`src/rtl/conv1d_requant_if.sv`:
```
// Stream bundle for conv1d_requant: accumulators in,
// packed int8 words out, both valid/ready.
interface conv1d_requant_if;
  logic        in_valid;
  logic        in_ready;
  logic [31:0] in_data;
  logic        flush;
  logic        out_valid;
  logic        out_ready;
  logic [31:0] out_data;
  logic [2:0]  out_bytes;

  modport master (
    output in_valid, in_data, flush, out_ready,
    input  in_ready, out_valid, out_data, out_bytes
  );

  modport slave (
    input  in_valid, in_data, flush, out_ready,
    output in_ready, out_valid, out_data, out_bytes
  );
endinterface

```
`src/rtl/conv1d_requant.sv`:
```
// TFLite int32 -> int8 requantizer with 4-byte packer.
// Capture, multiply, round/shift, offset/clamp, then pack.
module conv1d_requant (
  input  logic        clk,
  input  logic        reset_n,
  conv1d_requant_if.slave s,
  input  logic        cfg_we,
  input  logic [31:0] cfg_mult,
  input  logic [5:0]  cfg_shift,
  input  logic [31:0] cfg_out_offset,
  input  logic [7:0]  cfg_act_min,
  input  logic [7:0]  cfg_act_max,
  output logic        busy
);

  logic        adv;
  logic [31:0] mult;
  logic [31:0] off;
  logic [5:0]  shamt;
  logic [7:0]  amin;
  logic [7:0]  amax;

  logic        s0_v, s0_f;
  logic [31:0] s0_x;
  logic        s1_v, s1_f, s1_sat;
  logic signed [63:0] s1_p;
  logic        s2_v, s2_f;
  logic [31:0] s2_r;
  logic        s3_v, s3_f;
  logic [7:0]  s3_b;
  logic [1:0]  cnt;
  logic [23:0] pend;

  assign adv = !(s.out_valid && !s.out_ready);
  assign s.in_ready = adv;

  assign busy = s0_v | s0_f | s1_v | s1_f |
                s2_v | s2_f | s3_v | s3_f |
                (cnt != 2'd0) | s.out_valid;

  always_ff @(posedge clk or negedge reset_n) begin
    if (!reset_n) begin
      mult  <= 32'h4000_0000;
      shamt <= 6'd0;
      off   <= 32'd0;
      amin  <= 8'h80;
      amax  <= 8'h7F;
    end else if (cfg_we && !busy) begin
      mult  <= cfg_mult;
      shamt <= cfg_shift;
      off   <= cfg_out_offset;
      amin  <= cfg_act_min;
      amax  <= cfg_act_max;
    end
  end

  logic [31:0] x_in;
  logic signed [63:0] prod;
  logic        sat;

  always_comb begin
    x_in = s.in_data;
    if (!shamt[5] && shamt != 6'd0)
      x_in = s.in_data << shamt[4:0];
    prod = $signed({{32{s0_x[31]}}, s0_x}) *
           $signed({{32{mult[31]}}, mult});
    sat  = (s0_x == 32'h8000_0000) &&
           (mult == 32'h8000_0000);
  end

  logic signed [63:0] nudged;
  logic signed [63:0] hx;
  logic signed [63:0] sh;
  logic [63:0] mask;
  logic [63:0] rem;
  logic [63:0] thr;
  logic [5:0]  e;
  logic [31:0] hm;
  logic [31:0] r2;

  // high-mul rounding, then optional rounding right shift
  always_comb begin
    nudged = s1_p + (s1_p[63] ? -64'sd1073741823
                              : 64'sd1073741824);
    hm   = s1_sat ? 32'h7FFF_FFFF : nudged[62:31];
    e    = ~shamt + 6'd1;
    hx   = {{32{hm[31]}}, hm};
    mask = (64'd1 << e) - 64'd1;
    rem  = hx & mask;
    thr  = (mask >> 1) + {63'd0, hm[31]};
    sh   = hx >>> e;
    r2   = hm;
    if (shamt[5])
      r2 = sh[31:0] + {31'd0, rem > thr};
  end

  logic signed [32:0] sum;
  logic signed [32:0] lo;
  logic signed [32:0] hi;
  logic [7:0] b3;

  always_comb begin
    sum = $signed({s2_r[31], s2_r}) +
          $signed({off[31], off});
    lo  = $signed({{25{amin[7]}}, amin});
    hi  = $signed({{25{amax[7]}}, amax});
    b3  = sum[7:0];
    if (sum < lo)
      b3 = amin;
    else if (sum > hi)
      b3 = amax;
  end

  logic unused_bits;
  assign unused_bits = ^{nudged[63], nudged[30:0],
                         sh[63:32]};

  always_ff @(posedge clk or negedge reset_n) begin
    if (!reset_n) begin
      s0_v <= 1'b0; s0_f <= 1'b0; s0_x <= '0;
      s1_v <= 1'b0; s1_f <= 1'b0; s1_sat <= 1'b0;
      s1_p <= '0;
      s2_v <= 1'b0; s2_f <= 1'b0; s2_r <= '0;
      s3_v <= 1'b0; s3_f <= 1'b0; s3_b <= '0;
    end else if (adv) begin
      s0_v <= s.in_valid; s0_f <= s.flush;
      s0_x <= x_in;
      s1_v <= s0_v; s1_f <= s0_f;
      s1_p <= prod; s1_sat <= sat;
      s2_v <= s1_v; s2_f <= s1_f; s2_r <= r2;
      s3_v <= s2_v; s3_f <= s2_f; s3_b <= b3;
    end
  end

  logic [2:0]  nb;
  logic [31:0] word;
  logic        emit;

  // pending bytes above cnt are kept zero
  always_comb begin
    nb   = {1'b0, cnt} + {2'b0, s3_v};
    word = {8'h00, pend};
    if (s3_v)
      word = word | ({24'd0, s3_b} << {cnt, 3'b000});
    emit = (nb == 3'd4) || (s3_f && nb != 3'd0);
  end

  always_ff @(posedge clk or negedge reset_n) begin
    if (!reset_n) begin
      cnt         <= 2'd0;
      pend        <= '0;
      s.out_valid <= 1'b0;
      s.out_data  <= '0;
      s.out_bytes <= 3'd0;
    end else if (adv) begin
      if (emit) begin
        s.out_data  <= word;
        s.out_bytes <= nb;
        s.out_valid <= 1'b1;
        cnt         <= 2'd0;
        pend        <= '0;
      end else begin
        s.out_valid <= 1'b0;
        if (s3_v) begin
          cnt  <= nb[1:0];
          pend <= word[23:0];
        end
      end
    end
  end

endmodule

```
`src/flat_wrapper.sv`:
```
// flat-port wrapper written by rule: the top's interface ports become plain ports
module conv1d_requant_flat 
  (clk, reset_n, cfg_we, cfg_mult, cfg_shift, cfg_out_offset, cfg_act_min, cfg_act_max, busy, s_in_valid, s_in_data, s_flush, s_out_ready, s_in_ready, s_out_valid, s_out_data, s_out_bytes);
  conv1d_requant_if s_i ();
  input  logic clk;
  input  logic reset_n;
  input  logic cfg_we;
  input  logic [31:0] cfg_mult;
  input  logic [5:0] cfg_shift;
  input  logic [31:0] cfg_out_offset;
  input  logic [7:0] cfg_act_min;
  input  logic [7:0] cfg_act_max;
  output logic busy;
  input wire logic [$bits(s_i.in_valid)-1:0] s_in_valid;
  input wire logic [$bits(s_i.in_data)-1:0] s_in_data;
  input wire logic [$bits(s_i.flush)-1:0] s_flush;
  input wire logic [$bits(s_i.out_ready)-1:0] s_out_ready;
  output wire logic [$bits(s_i.in_ready)-1:0] s_in_ready;
  output wire logic [$bits(s_i.out_valid)-1:0] s_out_valid;
  output wire logic [$bits(s_i.out_data)-1:0] s_out_data;
  output wire logic [$bits(s_i.out_bytes)-1:0] s_out_bytes;
  assign s_i.in_valid = s_in_valid;
  assign s_i.in_data = s_in_data;
  assign s_i.flush = s_flush;
  assign s_i.out_ready = s_out_ready;
  assign s_in_ready = s_i.in_ready;
  assign s_out_valid = s_i.out_valid;
  assign s_out_data = s_i.out_data;
  assign s_out_bytes = s_i.out_bytes;
  conv1d_requant u_core (.clk(clk), .reset_n(reset_n), .s(s_i), .cfg_we(cfg_we), .cfg_mult(cfg_mult), .cfg_shift(cfg_shift), .cfg_out_offset(cfg_out_offset), .cfg_act_min(cfg_act_min), .cfg_act_max(cfg_act_max), .busy(busy));
endmodule
```
`config.mk`:
```
export PLATFORM = sky130hd
export DESIGN_NAME = conv1d_requant_flat
export DESIGN_NICKNAME = d
export VERILOG_FILES = /design/src/rtl/conv1d_requant_if.sv /design/src/rtl/conv1d_requant.sv /design/src/flat_wrapper.sv
export SDC_FILE = /design/constraint.sdc
export NUM_CORES = 2
export LEC_CHECK = 0
export ABC_AREA = 0
export CORE_AREA = 2 2 329 331
export DETAILED_ROUTE_END_ITERATION = 16
export DIE_AREA = 0 0 331 333
export GPL_TIMING_DRIVEN = 1
export HOLD_SLACK_MARGIN = 0.1
export PLACE_DENSITY_LB_ADDON = 0.3
export REMOVE_ABC_BUFFERS = 1
export SLEW_MARGIN = 20
export SYNTH_ARGS = -nofsm -noshare
export SYNTH_HDL_FRONTEND = slang
export SYNTH_SLANG_ARGS = --single-unit
export TNS_END_PERCENT = 20
```
`constraint.sdc`:
```
create_clock -name clk -period 10.3 [get_ports clk]
set_input_delay 2.06 -clock clk [delete_from_list [all_inputs] [get_ports clk]]
set_output_delay 2.06 -clock clk [all_outputs]
set_load 0.01 [all_outputs]
```
==> metrics.yaml <==
holdCritPathClass: "flop to flop"
overflow: 0
synth_compound_area_frac: 0.1208
initial_utilization: 0.5866
setup_viol: 0
cts-buffers-inserted: 37
syn_to_final_growth_pct: 6.749
cp_common_cell: "fa_1"
dr_wl_met2_um: 87690
r2r_end: "u_core.s1_p[62]"
cts_num_sinks: 293
rsz0062_at_grt: "no"
synthFlopType: "dfrtp_1"
max_cap_violations: 0
synth_cell_types: 122
postSynthCellCount: 7323
dp.final_hpwl_um: 149000
r2r_start: "u_core.mult[8]"
synth_fa_ha_area_frac: 0.4245
place_area_um2: 65510
synth_area_per_cell_um2: 8.540
post-route-min-period_ps: 9696
worstHoldPathCells: 2
synthArstFlopShare: 1.000
hold_viol: 0
synthXorXnorAreaFrac: 0.02801
cp_max_fo: 19
nFillCells: 9129
nNetsFinal: 8853
design_area_um2: 66760
hp-start: "u_core.s.out_data[29]"
clk_pin_slew_worst_paths_ps: 60
postLayoutCoreUtil: 0.6262
clock_skew_ps: 28.14
port-buffer-count: 161
timing.slew.headroom: 0.1513
arrival_ps: 10140
antenna_left: 0
ys_warn_count: 0
cts_post_setup_buffers_inserted: 0
pin_count: 162
die_y_um: 333
insertion_delay_ps: 590
maxSlewViolCount: 0
htree_levels: 2
post_drt_wl_per_cell_um: 21.35
vias: 52290
critPathKind: "flop to flop"
core_area_um2: 106600
cts_root_buf: "clkbuf_16"
r2r_cells: 30
rrSetupSlack_ps: 600
worst-endpoint-required_ps: 10740
grt_first_pass_wirelength_um: 300800
grtUsageTotal: 0.3463
crit_path_end_kind: "flop"
design.die.area_um2: 110200
outcome: "finished clean"
globalplace.congestion: 1.001
fin_crit_sh: 0.9414
tightest_slew_ps: 1264
grt_max_degree: 118
drtPass1Iterations: 7
yosysSeqAreaShare: 0.1174
antenna_found_initial: 9
instances_no_fill: 8694
holdBufCountCts: 0
slowest_delay_ps: 1090
synth_top_family_by_area: "adder cells"
ys_ff_latch: 293
synthMuxAreaShare: 0.03045
crit_slowest_cell: "dfrtp_1"
synthSimpleGateAreaFrac: 0.1820
totalWireLength_um: 185600
fmax_mhz: 103.1
dp_cells: 8621
drtIter0Drc: 4646
rows: 120
startpoint_type: "flop"
die_w_um: 331
drc_errors: 0
grt_pass1_vias: 54770
wl_met1_um: 75100
met3_length_um: 14250
drive_above_1_share: 0.06164
synth-edff-count: 0
cts_tree: "yes"
hold_end: "u_core.s.out_data[29]"
syn_area_um2: 62530
top_layer: "met5"
vias_per_cell: 6.014
cts_buffer_depth: 3
-- cell families (layout without fill, tap and decap cells) --
kind of cell,Yosys count,count (layout)
adders and majority gates,1472,1472
DFF,293,293
muxes,168,168
xor gates and xnor gates,200,200
buffers and inverters,1593,1554
other,0,7
and+or+nand+nor,2422,2422
AOI/OAI and AO/OA,1175,1175
-- layer usage --
layer,up-vias,global-route usage
li1,23260,-
met1,26290,0.4673
met2,2264,0.5605
met3,471,0.04819
met4,8,0.1454
met5,-,0.004880
-- stage by stage --
| step | hold slack [ps] | worst slack (ps) | TNS [ps] |
|---|---|---|---|
| floorplan | 438.4 | -2460 | -214980 |
| global placement | 450.2 | 737.6 | 0 |
| detailed placement | 455.4 | 507.0 | 0 |
| CTS | 469.2 | 432.5 | 0 |
| global route | 482.7 | 93.33 | 0 |
| finish | 463.2 | 603.7 | 0 |
-- Yosys cell counts, types with 10 or more instances --
| library cell | number | share of area |
|---|---|---|
| nand2_1 | 1163 | 0.070 |
| inv_1 | 1159 | 0.070 |
| fa_1 | 1083 | 0.35 |
| ha_1 | 389 | 0.078 |
| nor2_1 | 384 | 0.023 |
| a21oi_1 | 379 | 0.030 |
| clkbuf_1 | 355 | 0.021 |
| and2_1 | 305 | 0.031 |
| dfrtp_1 | 284 | 0.11 |
| o21ai_0 | 251 | 0.020 |
| xnor2_1 | 119 | 0.017 |
| mux2_2 | 108 | 0.019 |
| nand3_1 | 87 | 0.0070 |
| nor3_1 | 83 | 0.0066 |
| xor2_1 | 81 | 0.011 |
| a21o_1 | 78 | 0.0094 |
| nand2b_1 | 75 | 0.0075 |
| nand4_1 | 65 | 0.0065 |
| nor2b_1 | 54 | 0.0054 |
| mux2i_1 | 53 | 0.0085 |
| a211oi_1 | 47 | 0.0056 |
| and3_1 | 41 | 0.0041 |
| o211ai_1 | 36 | 0.0043 |
| nor4_1 | 35 | 0.0035 |
| a221oi_1 | 34 | 0.0048 |
| o21a_1 | 34 | 0.0041 |
| a31oi_1 | 31 | 0.0031 |
| buf_1 | 30 | 0.0018 |
| buf_2 | 28 | 0.0022 |
| o22ai_1 | 28 | 0.0028 |
| o31ai_1 | 26 | 0.0031 |
| or3_1 | 23 | 0.0023 |
| o21bai_1 | 22 | 0.0026 |
| or2_2 | 21 | 0.0021 |
| o21ai_1 | 18 | 0.0014 |
| a22oi_1 | 16 | 0.0019 |
| a21boi_0 | 12 | 0.0014 |
| a211o_1 | 11 | 0.0015 |
| a2111oi_0 | 10 | 0.0014 |
| o2111ai_1 | 10 | 0.0014 |
| o221ai_1 | 10 | 0.0014 |
-- flip-flops by register name (all words and copies together) (netlist names) --
signal	flops
u_core.s3_b	8
u_core.shamt	6
u_core.mult	32
u_core.off	32
u_core.pend	24
u_core.s1_sat	1
u_core.cnt	2
u_core.s3_f	1
u_core.s0_x	32
u_core.s2_r	32
u_core.s2_v	1
u_core.s.out_bytes	3
u_core.s1_f	1
u_core.s.out_data	32
u_core.s.out_valid	1
u_core.s1_p	64
u_core.s1_v	1
u_core.s0_v	1
u_core.s0_f	1
u_core.s3_v	1
u_core.amin	8
u_core.s2_f	1
u_core.amax	8
-- how the worst max path moves through the flow --
stage	startpoint	endpoint	slack, ps
after floorplan	s_out_ready	s_in_ready	-2460
after global placement	u_core.s1_p[63]	u_core.s2_r[30]	740
after detailed placement	u_core.s1_p[63]	u_core.s2_r[30]	510
after CTS	u_core.s1_p[63]	u_core.s2_r[28]	430
after global routing	u_core.s1_p[63]	u_core.s2_r[18]	90
final	u_core.mult[8]	u_core.s1_p[62]	600
-- cell usage in the layout, fill, tap and decap left out, drive strengths merged, types with 16 or more instances in the layout --
cell type	instances
nand2b	76
a21o	78
nor3	88
a22oi	16
nand3	90
xnor2	119
ha	389
nor4	43
a221oi	35
mux2	108
inv	1168
nand4	66
o21bai	22
or3	27
nand2	1165
o21a	34
clkbuf	49
and2	311
mux2i	53
or2	26
o211ai	36
clkdlybuf4s50	160
nor2	387
o21ai	272
nor2b	54
buf	163
fa	1083
a31oi	33
xor2	81
a21oi	381
o22ai	28
and3	42
a211oi	50
dfrtp	284
o31ai	28
-- area by class of cell --
type | count | area (um2) | area share
Sequential cell | 293 | 7352 | 0.1101
Clock inverter | 17 | 198.9 | 0.002980
Multi-Input combinational cell | 5437 | 49200 | 0.7370
Inverter | 1165 | 4375 | 0.06554
Timing Repair Buffer | 323 | 2845 | 0.04262
Clock buffer | 49 | 1011 | 0.01514
Antenna cell | 7 | 17.52 | 0.0002624
Tap cell | 1403 | 1755 | 0.02630
-- worst max-delay path, delay by kind of cell (launching register included) --
family                     cells  cell delay (ps)
DFF                            1             1090
xor gates and xnor gates       1              140
AOI/OAI and AO/OA              7             1730
buffers and inverters          6              720
adders and majority gates      9             4490
and+or+nand+nor                7             1380
-- what timing repair did --
action / 4_1_cts / 5_1_grt
endpoints found under the setup margin: 0 / 16
resized for setup: 0 / 5
endpoints found under the hold margin: 0 / 0
Power is not shown: default switching activity piles up to over one toggle a cycle in this logic, so the estimate is an artifact.
